## src/rtl/aes_sbox_gf24.sv

```systemverilog
// AES forward S-box (SubBytes) for one byte, built on a composite-field GF((2^4)^2) inverter.
// Latency: out is combinational (0 cycles); out_q/out_q_valid are registered (1 cycle).
// Backpressure: none; a new byte is accepted every cycle and in_valid is carried alongside.
//
// Ports:
//   clk          rising-edge clock for the output register
//   rst_n        asynchronous active-low reset; clears out_q and out_q_valid
//   in           byte to substitute
//   in_valid     qualifies in for the registered path
//   out          combinational S(in)
//   out_q        S(in) captured at the last rising clk edge
//   out_q_valid  in_valid captured at the last rising clk edge
//
// Field choices: GF(2^4) uses x^4+x+1.  GF((2^4)^2) elements are h*Y+l with
// Y^2 = Y + lambda, lambda = 0xC.  The isomorphism sends the AES generator x
// to beta = 0x23 (h=2, l=3), which is a root of x^8+x^4+x^3+x+1 in this field.

module aes_sbox_gf24 (
    input  logic       clk,
    input  logic       rst_n,
    input  logic [7:0] in,
    input  logic       in_valid,
    output logic [7:0] out,
    output logic [7:0] out_q,
    output logic       out_q_valid
);

    // ------------------------------------------------------------------
    // GF(2^4) arithmetic, field polynomial x^4 + x + 1
    // ------------------------------------------------------------------

    // Carry-less product followed by reduction with x^4=x+1, x^5=x^2+x, x^6=x^3+x^2.
    function automatic logic [3:0] gf4_mul(input logic [3:0] a, input logic [3:0] b);
        logic [6:0] p;
        logic [3:0] r;
        p = '0;
        for (int i = 0; i < 4; i++) begin
            if (b[i]) begin
                p = p ^ ({3'b000, a} << i);
            end
        end
        r[0] = p[0] ^ p[4];
        r[1] = p[1] ^ p[4] ^ p[5];
        r[2] = p[2] ^ p[5] ^ p[6];
        r[3] = p[3] ^ p[6];
        return r;
    endfunction

    // Squaring is linear over GF(2): a0 + a1*x^2 + a2*(x+1) + a3*(x^3+x^2).
    function automatic logic [3:0] gf4_sq(input logic [3:0] a);
        logic [3:0] r;
        r[0] = a[0] ^ a[2];
        r[1] = a[2];
        r[2] = a[1] ^ a[3];
        r[3] = a[3];
        return r;
    endfunction

    // Multiply by the constant lambda = 0xC = x^3 + x^2 (sum of a*x^2 and a*x^3).
    function automatic logic [3:0] gf4_mul_lambda(input logic [3:0] a);
        logic [3:0] r;
        r[0] = a[1] ^ a[2];
        r[1] = a[1] ^ a[3];
        r[2] = a[0] ^ a[2];
        r[3] = a[0] ^ a[1] ^ a[3];
        return r;
    endfunction

    // Multiplicative inverse; 0 maps to 0 so that S(0x00) falls out as 0x63.
    function automatic logic [3:0] gf4_inv(input logic [3:0] a);
        logic [3:0] r;
        r = 4'h0;
        case (a)
            4'h1:    r = 4'h1;
            4'h2:    r = 4'h9;
            4'h3:    r = 4'hE;
            4'h4:    r = 4'hD;
            4'h5:    r = 4'hB;
            4'h6:    r = 4'h7;
            4'h7:    r = 4'h6;
            4'h8:    r = 4'hF;
            4'h9:    r = 4'h2;
            4'hA:    r = 4'hC;
            4'hB:    r = 4'h5;
            4'hC:    r = 4'hA;
            4'hD:    r = 4'h4;
            4'hE:    r = 4'h3;
            4'hF:    r = 4'h8;
            default: r = 4'h0;
        endcase
        return r;
    endfunction

    // ------------------------------------------------------------------
    // Basis changes between GF(2^8) and GF((2^4)^2)
    // ------------------------------------------------------------------

    // delta: column i is beta^i written as {h, l}.
    function automatic logic [7:0] map_delta(input logic [7:0] a);
        return ({8{a[0]}} & 8'h01) ^ ({8{a[1]}} & 8'h23) ^
               ({8{a[2]}} & 8'h40) ^ ({8{a[3]}} & 8'h4A) ^
               ({8{a[4]}} & 8'h37) ^ ({8{a[5]}} & 8'hD7) ^
               ({8{a[6]}} & 8'h3F) ^ ({8{a[7]}} & 8'hEC);
    endfunction

    // delta^-1: column j is the AES-field byte whose image is composite bit j.
    function automatic logic [7:0] map_delta_inv(input logic [7:0] q);
        return ({8{q[0]}} & 8'h01) ^ ({8{q[1]}} & 8'h5C) ^
               ({8{q[2]}} & 8'hE0) ^ ({8{q[3]}} & 8'h50) ^
               ({8{q[4]}} & 8'hF2) ^ ({8{q[5]}} & 8'h5F) ^
               ({8{q[6]}} & 8'h04) ^ ({8{q[7]}} & 8'h6B);
    endfunction

    // b'_i = b_i ^ b_(i+4) ^ b_(i+5) ^ b_(i+6) ^ b_(i+7) ^ c_i; the terms
    // b_(i+7), b_(i+6), b_(i+5), b_(i+4) are left-rotations of b by 1..4.
    function automatic logic [7:0] affine(input logic [7:0] b);
        return b ^ {b[6:0], b[7]} ^ {b[5:0], b[7:6]} ^
               {b[4:0], b[7:5]} ^ {b[3:0], b[7:4]} ^ 8'h63;
    endfunction

    // ------------------------------------------------------------------
    // Combinational datapath
    // ------------------------------------------------------------------
    logic [7:0] mapped;
    logic [3:0] hi;
    logic [3:0] lo;
    logic [3:0] hi_lo_sum;
    logic [3:0] norm;
    logic [3:0] norm_inv;
    logic [3:0] hi_inv;
    logic [3:0] lo_inv;
    logic [7:0] inv_byte;
    logic [7:0] sbox_val;

    assign mapped    = map_delta(in);
    assign hi        = mapped[7:4];
    assign lo        = mapped[3:0];
    assign hi_lo_sum = hi ^ lo;

    // Norm of h*Y+l: (h+l)*l + lambda*h^2.  Inverse is (h*Y + (h+l)) / norm.
    assign norm      = gf4_mul(hi_lo_sum, lo) ^ gf4_mul_lambda(gf4_sq(hi));
    assign norm_inv  = gf4_inv(norm);
    assign hi_inv    = gf4_mul(hi, norm_inv);
    assign lo_inv    = gf4_mul(hi_lo_sum, norm_inv);

    assign inv_byte  = map_delta_inv({hi_inv, lo_inv});
    assign sbox_val  = affine(inv_byte);

    assign out       = sbox_val;

    // ------------------------------------------------------------------
    // Output register: captures every cycle, valid travels alongside.
    // ------------------------------------------------------------------
    logic [7:0] sbox_d;
    logic [7:0] sbox_q;
    logic       vld_d;
    logic       vld_q;

    always_comb begin
        sbox_d = sbox_val;
        vld_d  = in_valid;
    end

    always_ff @(posedge clk or negedge rst_n) begin
        if (!rst_n) begin
            sbox_q <= 8'h00;
            vld_q  <= 1'b0;
        end else begin
            sbox_q <= sbox_d;
            vld_q  <= vld_d;
        end
    end

    assign out_q       = sbox_q;
    assign out_q_valid = vld_q;

endmodule

```

## config.mk

```make
export PLATFORM = sky130hd
export DESIGN_NAME = aes_sbox_gf24
export DESIGN_NICKNAME = d
export VERILOG_FILES = /design/src/rtl/aes_sbox_gf24.sv
export SDC_FILE = /design/constraint.sdc
export NUM_CORES = 1
export LEC_CHECK = 0
export CAP_MARGIN = 20
export CORE_ASPECT_RATIO = 1.2
export CORE_MARGIN = 1
export CORE_UTILIZATION = 52
export DETAILED_ROUTE_END_ITERATION = 16
export PLACE_DENSITY = 0.78
export SLEW_MARGIN = 20
export SYNTH_ARGS = -nofsm -noshare
export SYNTH_HDL_FRONTEND = slang
export SYNTH_SLANG_ARGS = --single-unit
```

## constraint.sdc

```tcl
create_clock -name clk -period 6.93 [get_ports clk]
set_input_delay 1.0395 -clock clk [delete_from_list [all_inputs] [get_ports clk]]
set_output_delay 1.0395 -clock clk [all_outputs]
set_load 0.02 [all_outputs]
```

==> results.py, run 1 <==
metrics = {
    "outcome": {
        "status": "stopped before the end",
        "haltStage": "global routing (5_1_grt)",
        "error": "[ERROR GRT-0232] Routing congestion too high. Check the congestion heatmap in the GUI.",
    },
    "synth": {
        "synth_top_cell_by_area": "xnor2_1",
        "synth-edff-count": 0,
        "synthArstFlopShare_pct": 100,
        "ys_ff_latch": 9,
        "postSynthCellCount": 272,
        "synth_flop_cell": "dfrtp_1",
        "yosysTopAreaCellShare_pct": 10.9,
        "synth.avg_cell_area_um2": 8.82,
        "yosysMostFrequentCell": "xnor2_1",
        "ys_seq_area_share_pct": 9.38,
        "synth.area.top_cells": "xnor2_1 11%, dfrtp_1 9.4%, xor2_1 6.9%, xnor3_1 5.6%, nor2_1 4.4%",
        "synthDistinctLibCells": 74,
        "synth_common_cells": "30 x xnor2_1, 28 x nor2_1, 19 x xor2_1",
        "yosysWarnings": 0,
        "syn-num-nets": 291,
        "synthesis.area_mm2": 0.00240,
    },
    "clock_tree": {
        "cts_sinks": 9,
        "numCtsBuffers": 3,
        "hold_buffers": 0,
        "ctsHtreeMaxLevel": 1,
        "clockBufferDepth": 2,
        "cts_root_buffer": "clkbuf_8",
    },
    "place": {
        "dpl.hpwl_um": 5290,
        "dp_cells": 419,
        "portBuffers": 27,
        "routabilityCongestion": 0.834,
        "place_ws_ns": -0.841,
    },
    "global_route": {
        "grt_overflow_total": 158,
        "grt_use_total_pct": 73.7,
        "grt_max_degree": 17,
    },
    "sta": {
        "worst_endpoint": "out[1]",
        "endpoint_type": "output port",
    },
    "floorplan": {
        "rows": 26,
        "ios": 28,
        "fp.dieW_um": 64.0,
        "start_util_pct": 55.5,
        "die_h_um": 76.4,
    },
}
stage by stage:
stage	TNS, ns	utilization (%)	cell area [um2]
floorplan	0	-	2430
global placement	-5.49	76.8	3320
detailed placement	-6.15	76.8	3320
CTS	0	85.9	3720
repair_timing:
| item | 4_1_cts |
|---|---|
| setup endpoints to repair | 8 |
| resized for setup | 80 |
| setup buffers | 20 |
| pin swaps | 34 |
cells by family after synthesis:
family	after synthesis	synth area share, %
AND/OR/NAND/NOR	80	17.8
flip-flops	9	9.38
AO/OA/AOI/OAI	67	22.2
buffers and inverters	27	5.37
multiplexers	12	5.27
adder cells (fa/ha/maj)	9	4.59
XOR/XNOR	68	35.5
routing by layer:
| layer | global-route usage, % | GRT overflow |
|---|---|---|
| met5 | 0 | 0 |
| met4 | 94.1 | 60 |
| met3 | 35.3 | 0 |
| met2 | 101 | 98 |
| met1 | 71.5 | 0 |
==> run 2, diff against run 1 <==
Settings changed: CORE_ASPECT_RATIO 1.2 to not set, CORE_UTILIZATION 52 to 40, PLACE_DENSITY 0.78 to not set, PLACE_DENSITY_LB_ADDON set to 0.15.
Clock period 6.93 ns to 9 ns, I/O delays scaled along.
==> run 2 against run 1 <==
Effect of this change: synthesized area unchanged; synthesized cell count is the same; the run now ends clean.
==> results.py, run 2 <==
metrics = {
    "synth": {
        "synth.area.top_cells": "xnor2_1 11%, dfrtp_1 9.4%, xor2_1 6.9%, xnor3_1 5.6%, nor2_1 4.4%",
        "yosysTopAreaCellShare_pct": 10.9,
        "synth-edff-count": 0,
        "synthesis.area_mm2": 0.00240,
        "ys_seq_area_share_pct": 9.38,
        "syn-num-nets": 291,
        "synth_xor_area_share_pct": 35.5,
        "synth_common_cells": "30 x xnor2_1, 28 x nor2_1, 19 x xor2_1",
        "postSynthCellCount": 272,
        "synth_flop_cell": "dfrtp_1",
        "synth_mux_area_share_pct": 5.27,
        "ys_ff_latch": 9,
        "synth_top_family_by_area": "XOR/XNOR gates",
        "synth_top_cell_by_area": "xnor2_1",
        "synth-simple-area-share_pct": 17.8,
        "synthArstFlopShare_pct": 100,
        "yosysWarnings": 0,
        "yosysMostFrequentCell": "xnor2_1",
        "synth_compound_area_share_pct": 22.2,
        "synthDistinctLibCells": 74,
        "synth_adder_area_share_pct": 4.59,
        "synth.avg_cell_area_um2": 8.82,
    },
    "global_route": {
        "grt_first_pass_wirelength_um": 9130,
        "first_global_vias": 1847,
        "grt_overflow_total": 0,
        "grt_use_total_pct": 18.1,
        "antenna_found_initial": 0,
        "grt_max_degree": 17,
    },
    "layout": {
        "area_growth_pct": 20.3,
        "num-fill-cells": 537,
        "layout_common_cells": "28 x xnor2_1, 28 x nor2_1, 25 x clkdlybuf4s50_1",
        "antenna_cells": 0,
        "largest_register_ffs": 8,
        "nets": 322,
        "drive_gt1_share_pct": 18.2,
    },
    "place": {
        "routabilityCongestion": 0.868,
        "dpl.hpwl_um": 4330,
        "portBuffers": 27,
    },
    "clock_tree": {
        "cts_sinks": 9,
        "hold_buffers": 0,
        "postCtsSetupRepairBufs": 0,
        "clkTransAtPathRegs_ns": 0.04,
        "clockBufferDepth": 2,
        "ctsHtreeMaxLevel": 1,
        "numCtsBuffers": 3,
        "ctsResizeCount": 0,
        "cts_root_buffer": "clkbuf_8",
        "cts_tree": "done",
    },
    "drt": {
        "wirelength_um": 5440,
        "antenna_left": 0,
        "via_per_inst": 5.44,
        "dr.pass1.iters": 4,
        "wl_per_cell_um": 14.5,
        "wl_met1_um": 2740,
        "drc": 0,
        "drtIter0Drc": 111,
        "vias": 2033,
        "wl_met3_um": 131,
        "dr.max_layer_used": "met4",
        "met2_length_um": 2480,
    },
    "floorplan": {
        "fp.dieW_um": 79.5,
        "dieArea_mm2": 0.00631,
        "rows": 27,
        "ios": 28,
        "die_h_um": 79.5,
        "start_util_pct": 42.5,
        "core_region_area_mm2": 0.00564,
    },
    "job": {
        "drv_cap": 0,
    },
    "sta": {
        "tightest_slew_ns": 0.517,
        "finalHoldViolCount": 0,
        "whs_ns": 1.42,
        "fmax_mhz": 116,
        "fin_crit_ns": 8.63,
        "finalCritPeriodShare_pct": 95.9,
        "drv_slew": 0,
        "setup_viol": 0,
        "relSlewSlack_pct": 65.3,
    },
    "critical_path": {
        "max_stage_delay_ns": 0.63,
        "critPathCaptureType": "output port",
        "crit_type": "in2out",
        "cp.required_ns": 7.65,
        "start_kind": "input pin",
        "cpMaxStageDelayCell": "clkdlybuf4s50_1",
        "critical_path.most_common_cell": "xnor2_1",
        "worstPathArrival_ns": 7.28,
        "cp_top_family": "XOR/XNOR gates",
        "path_buf_inv": 4,
        "cp_cell_sequence": "clkdlybuf4s50_1 > xnor2_1 > buf_4 > xor2_1 > ha_1 > xnor2_2 > a21oi_1 > o31a_1 > o21a_1 > nor4_2 > buf_4 > nor2_1 > o211ai_1 > a21oi_1 > xor3_1 > xor3_1 > xnor3_2 > xnor2_1 > xnor2_1 > clkdlybuf4s50_1",
        "cp_max_fo": 11,
    },
    "worst_hold_path": {
        "hold_class": "in2async",
    },
    "outcome": {
        "status": "complete, no violations",
    },
}
## run 2: cell counts after synthesis
No cell type changed its count.
## run 2: cell families (layout without fill, tap and decap cells)
family | Yosys count | count (layout)
buffers and inverters | 27 | 57
AND/OR/NAND/NOR | 80 | 80
multiplexers | 12 | 12
flip-flops | 9 | 9
XOR/XNOR | 68 | 68
AO/OA/AOI/OAI | 67 | 67
adder cells (fa/ha/maj) | 9 | 9
## run 2: final cells by class
class | count | area, um2 | area share (%)
clock buffer | 4 | 45.0 | 1.56
inverter | 6 | 22.5 | 0.780
multi-input combinational | 236 | 2080 | 72.0
sequential | 9 | 225 | 7.80
tap | 72 | 90.1 | 3.12
timing repair buffer | 47 | 425 | 14.7
## run 2: worst paths after layout
kind                       startpoint                    end  slack [ns]  cells after the start
worst max-delay path            in[6]                 out[5]        0.37                     20
worst min-delay path            rst_n  out_q_valid$_DFF_PN0_        1.42                      1
max in group asynchronous       rst_n     out_q[6]$_DFF_PN0_        7.30                      1
min in group clk             in_valid  out_q_valid$_DFF_PN0_        1.58                      1
## run 2: through the flow
stage	std cells	setup slack, ns	cell area, um2	util [%]	setup TNS (ns)
after floorplan	272	1.32	2400	-	0
after global placement	370	0.377	2810	49.8	0
after detailed placement	370	0.253	2810	49.8	0
after CTS	374	0.237	2860	50.6	0
after global routing	374	-0.0312	2890	51.2	-0.0413
final	374	0.373	2890	51.2	0
## run 2: metal layers
layer | GRT usage [%] | vias to the layer above
li1 | - | 1039
met1 | 27.1 | 948
met2 | 27.6 | 38
met3 | 2.29 | 8
met4 | 3.64 | 0
met5 | 0 | -
Power of run 2 is not shown: default switching activity piles up to over one toggle a cycle in this logic, so the estimate is an artifact.
==> run 3, diff against run 2 <==
==> constraint.sdc (replaced) <==
create_clock -name clk -period 9.2 [get_ports clk]
set_input_delay 1.38 -clock clk [delete_from_list [all_inputs] [get_ports clk]]
set_output_delay 1.38 -clock clk [all_outputs]
set_load 0.005 [all_outputs]
==> run 3 against run 2 <==
Effect of this change: core utilization shrank 0.20 points; final area shrank 0.39%; sequential share of layout area is essentially flat; via count shrank 1.6%; worst setup slack gained 0.033 ns; clock-buffer cell count is the same; global-route usage shrank 0.33 points; first-iteration DRC count grew 26%; critical path type unchanged; largest cell class unchanged.
==> results.py, run 3 (synthesis results as in run 2) <==
metrics = {
    "sta": {
        "tightest_slew_ns": 0.550,
        "finalCritPeriodShare_pct": 95.6,
        "relSlewSlack_pct": 62.8,
        "finalHoldViolCount": 0,
        "fin_crit_ns": 8.79,
        "drv_slew": 0,
        "rsz0062_at_grt": "no",
        "setup_tns_ns": 0,
        "fmax_mhz": 114,
        "setup_viol": 0,
        "whs_ns": 1.45,
    },
    "clock_tree": {
        "cts_sinks": 9,
        "clockBufferDepth": 2,
        "ctsHtreeMaxLevel": 1,
        "numCtsBuffers": 3,
        "cts_tree": "done",
        "cts_root_buffer": "clkbuf_8",
        "hold_buffers": 0,
        "clkTransAtPathRegs_ns": 0.04,
    },
    "layout": {
        "drive_gt1_share_pct": 17.5,
        "num-fill-cells": 510,
        "final_common_cell": "xnor2_1",
        "largest_register_ffs": 8,
        "area_growth_pct": 19.9,
        "layout_common_cells": "29 x xnor2_1, 28 x nor2_1, 27 x clkdlybuf4s50_1",
        "nets": 322,
        "antenna_cells": 0,
        "multi_input_area_mm2": 0.00207,
        "final-seq-area_um2": 225,
    },
    "outcome": {
        "status": "complete, no violations",
    },
    "critical_path": {
        "start_kind": "input pin",
        "crit_type": "in2out",
        "startpoint": "in[6]",
        "cp.required_ns": 7.82,
        "cp_cell_sequence": "clkdlybuf4s50_1 > buf_4 > nand2b_1 > nor2b_1 > xnor2_1 > ha_1 > nor4bb_1 > a2bb2o_4 > a211oi_2 > or2_2 > inv_1 > ha_1 > nor3_1 > o32ai_4 > nor2_1 > xor3_1 > xor3_1 > xnor3_2 > xnor2_1 > xnor2_1 > clkdlybuf4s50_1",
        "worstPathArrival_ns": 7.41,
        "critical_path.most_common_cell": "xnor2_1",
        "critPathCaptureType": "output port",
        "cpMaxStageDelayCell": "nor4bb_1",
        "cp_max_fo": 14,
        "max_stage_delay_ns": 0.55,
    },
    "floorplan": {
        "die_h_um": 79.5,
        "fp.dieW_um": 79.5,
        "ios": 28,
        "core_region_area_mm2": 0.00564,
        "start_util_pct": 42.5,
        "rows": 27,
        "dieArea_mm2": 0.00631,
    },
    "drt": {
        "wl_per_cell_um": 14.4,
        "drc": 0,
        "antenna_left": 0,
        "dr.pass1.iters": 4,
        "drtIter0Drc": 140,
        "vias": 2000,
        "via_per_inst": 5.35,
        "wirelength_um": 5400,
    },
    "job": {
        "drv_cap": 0,
    },
    "global_route": {
        "grt_first_pass_wirelength_um": 8910,
        "antenna_found_initial": 0,
        "grt_overflow_total": 0,
        "grt_use_total_pct": 17.8,
        "grt_max_degree": 17,
        "first_global_vias": 1831,
    },
    "place": {
        "portBuffers": 27,
        "routabilityCongestion": 0.796,
        "dpl.hpwl_um": 4260,
    },
    "worst_hold_path": {
        "hold_class": "in2async",
    },
}
-- run 3: cell type report --
cell class                 count  share of cell area [%]
multi-input combinational    236                    72.1
sequential                     9                    7.83
clock buffer                   4                    1.57
inverter                       6                   0.783
tap                           72                    3.13
timing repair buffer          47                    14.6
-- run 3: through the flow --
stage	utilization, %	area (um2)	cells	setup WS [ns]
2_1_floorplan	-	2400	272	1.68
3_3_place_gp	49.6	2800	368	0.330
3_5_place_dp	49.6	2800	368	0.331
4_1_cts	50.4	2840	372	0.307
5_1_grt	51.0	2880	374	0.0348
6_report	51.0	2880	374	0.407
-- run 3: worst paths after layout --
| path | slack (ns) | cells after the start | to |
|---|---|---|---|
| max in group asynchronous | 7.46 | 1 | out_q[6]$_DFF_PN0_ |
| min in group clk | 1.63 | 1 | out_q_valid$_DFF_PN0_ |
| worst min-delay path | 1.45 | 1 | out_q[4]$_DFF_PN0_ |
| worst max-delay path | 0.41 | 21 | out[5] |
-- run 3: worst max-delay path: cells and delay by family --
family	cells	cell delay (ns)
compound gates	3	0.74
xor+xnor	6	1.87
simple gates	6	1.54
fa+ha+maj	2	0.56
buf+inv	4	1.29
-- run 3: per-layer routing --
layer,up-vias,part of all wire [%],global-route usage (%)
li1,1030,-,-
met1,924,52,28.2
met2,44,44,26.3
met3,2,4.0,1.37
met4,0,0.30,2.18
met5,-,0,0
-- run 3: repair_timing --
action / 4_1_cts / 5_1_grt
setup buffers: 0 / 2
setup endpoints to repair: 0 / 5
resized for setup: 0 / 3
Power of run 3 is left out for the same reason.
==> run 4, diff against run 3 <==
Clock period 9.2 ns to 9.3 ns, I/O delays scaled along.
==> run 4 against run 3 <==
Effect of this change: global-route usage rose by 0.64 points; cell count shrank 1.1%; worst setup slack improved by 0.14 ns; sequential share of layout area is 0.12 points higher; core utilization shrank 0.75 points; final area fell by 1.5%; die area unchanged; critical endpoint is now out[0]; clock-buffer cell count is the same; non-clock buffer count fell by 4; hold slack better by 0.0037 ns; via count increased by 1.7%; sequential cell count stayed put.
==> results.py, run 4 (synthesis results as in run 2) <==
metrics = {
    "outcome": {
        "status": "complete, no violations",
    },
    "layout": {
        "largest_register_ffs": 8,
        "nets": 318,
        "layout_common_cells": "29 x xnor2_1, 28 x nor2_1, 27 x clkdlybuf4s50_1",
        "area_growth_pct": 18.1,
        "antenna_cells": 0,
        "drive_gt1_share_pct": 16.1,
        "final_common_cell": "xnor2_1",
    },
    "critical_path": {
        "worstPathArrival_ns": 7.36,
        "cp_max_fo": 14,
        "crit_type": "in2out",
        "critPathCaptureType": "output port",
        "start_kind": "input pin",
        "cp.required_ns": 7.91,
    },
    "sta": {
        "setup_viol": 0,
        "setup_tns_ns": 0,
        "finalHoldViolCount": 0,
        "tightest_slew_ns": 0.569,
        "finalCritPeriodShare_pct": 94.2,
        "drv_slew": 0,
        "relSlewSlack_pct": 62.0,
        "rsz0062_at_grt": "no",
        "fin_crit_ns": 8.76,
        "fmax_mhz": 114,
    },
    "global_route": {
        "grt_first_pass_wirelength_um": 9220,
        "grt_use_total_pct": 18.4,
        "grt_overflow_total": 0,
        "antenna_found_initial": 0,
        "grt.busiest_layer": "met1",
        "grt_max_degree": 17,
        "met3_usage_pct": 2.17,
        "grtUsageMet2_pct": 27.2,
        "first_global_vias": 1836,
        "met1_usage_pct": 29.2,
    },
    "floorplan": {
        "fp.dieW_um": 79.5,
        "rows": 27,
        "dieArea_mm2": 0.00631,
        "ios": 28,
        "start_util_pct": 42.5,
        "core_region_area_mm2": 0.00564,
        "die_h_um": 79.5,
    },
    "clock_tree": {
        "numCtsBuffers": 3,
        "cts_tree": "done",
        "cts_sinks": 9,
        "ctsHtreeMaxLevel": 1,
        "clockBufferDepth": 2,
        "cts_root_buffer": "clkbuf_8",
        "clkTransAtPathRegs_ns": 0.04,
    },
    "drt": {
        "drc": 0,
        "antenna_left": 0,
        "dr.pass1.iters": 4,
        "vias": 2033,
        "via_per_inst": 5.49,
        "wl_per_cell_um": 14.5,
        "wirelength_um": 5380,
        "drtIter0Drc": 175,
    },
    "place": {
        "portBuffers": 27,
        "dpl.hpwl_um": 4260,
        "routabilityCongestion": 0.848,
    },
    "job": {
        "drv_cap": 0,
    },
    "worst_hold_path": {
        "hold_class": "in2async",
    },
}
[run 4: changes by cell type in the layout (fill, tap and decap cells not counted)]
cell	before	now
and2_1	4	5
o32ai_4	1	0
buf_4	20	16
o32ai_2	1	2
and2_2	1	0
[run 4: through the flow]
stage	instances	util (%)	instance area, um2	hold slack [ns]	setup WS, ns
finish	370	50.2	2830	1.46	0.542
global route	370	50.2	2830	1.50	0.0758
CTS	370	50.1	2830	1.47	0.485
detailed placement	366	49.3	2780	1.72	0.507
global placement	366	49.3	2780	1.71	0.617
floorplan	272	-	2400	1.10	1.75
[run 4: critical path: stages]
cell and delay (ns):
clkdlybuf4s50_1 0.49, buf_4 0.20, nand2b_1 0.14, nor2b_1 0.18
xnor2_1 0.14, ha_1 0.33, nor4bb_1 0.46, a2bb2o_4 0.26
a211oi_2 0.30, or2_2 0.21, inv_1 0.08, ha_1 0.17
a21boi_0 0.13, o32ai_2 0.35, buf_4 0.27, a211oi_1 0.08
a2111oi_2 0.48, xnor2_2 0.23, xnor3_1 0.48, xor2_1 0.25
xor2_1 0.20, clkdlybuf4s50_1 0.53
[run 4: how the worst max path moves through the flow]
stage               startpoint     end  slack [ns]
global placement         in[6]  out[0]        0.62
CTS                      in[6]  out[0]        0.49
floorplan                in[4]  out[4]        1.75
detailed placement       in[6]  out[0]        0.51
global route             in[6]  out[0]        0.08
finish                   in[6]  out[0]        0.54
[run 4: routing by layer]
metal	share of wire (%)	wire length, um
met1	53	2860
met4	0.47	25
met3	4.8	256
met2	42	2240
met5	0	0
[run 4: area by class of cell]
type / count / area (um2)
Fill cell: 548 / 2810
Clock buffer: 4 / 45.0
Sequential cell: 9 / 225
Tap cell: 72 / 90.1
Inverter: 6 / 22.5
Multi-Input combinational cell: 236 / 2060
Timing Repair Buffer: 43 / 390
[run 4: repair_timing]
action	4_1_cts	5_1_grt
buffers inserted	0	0
hold buffers	0	0
setup endpoints to repair	0	2
resized for setup	0	1
Power of run 4 is left out for the same reason.
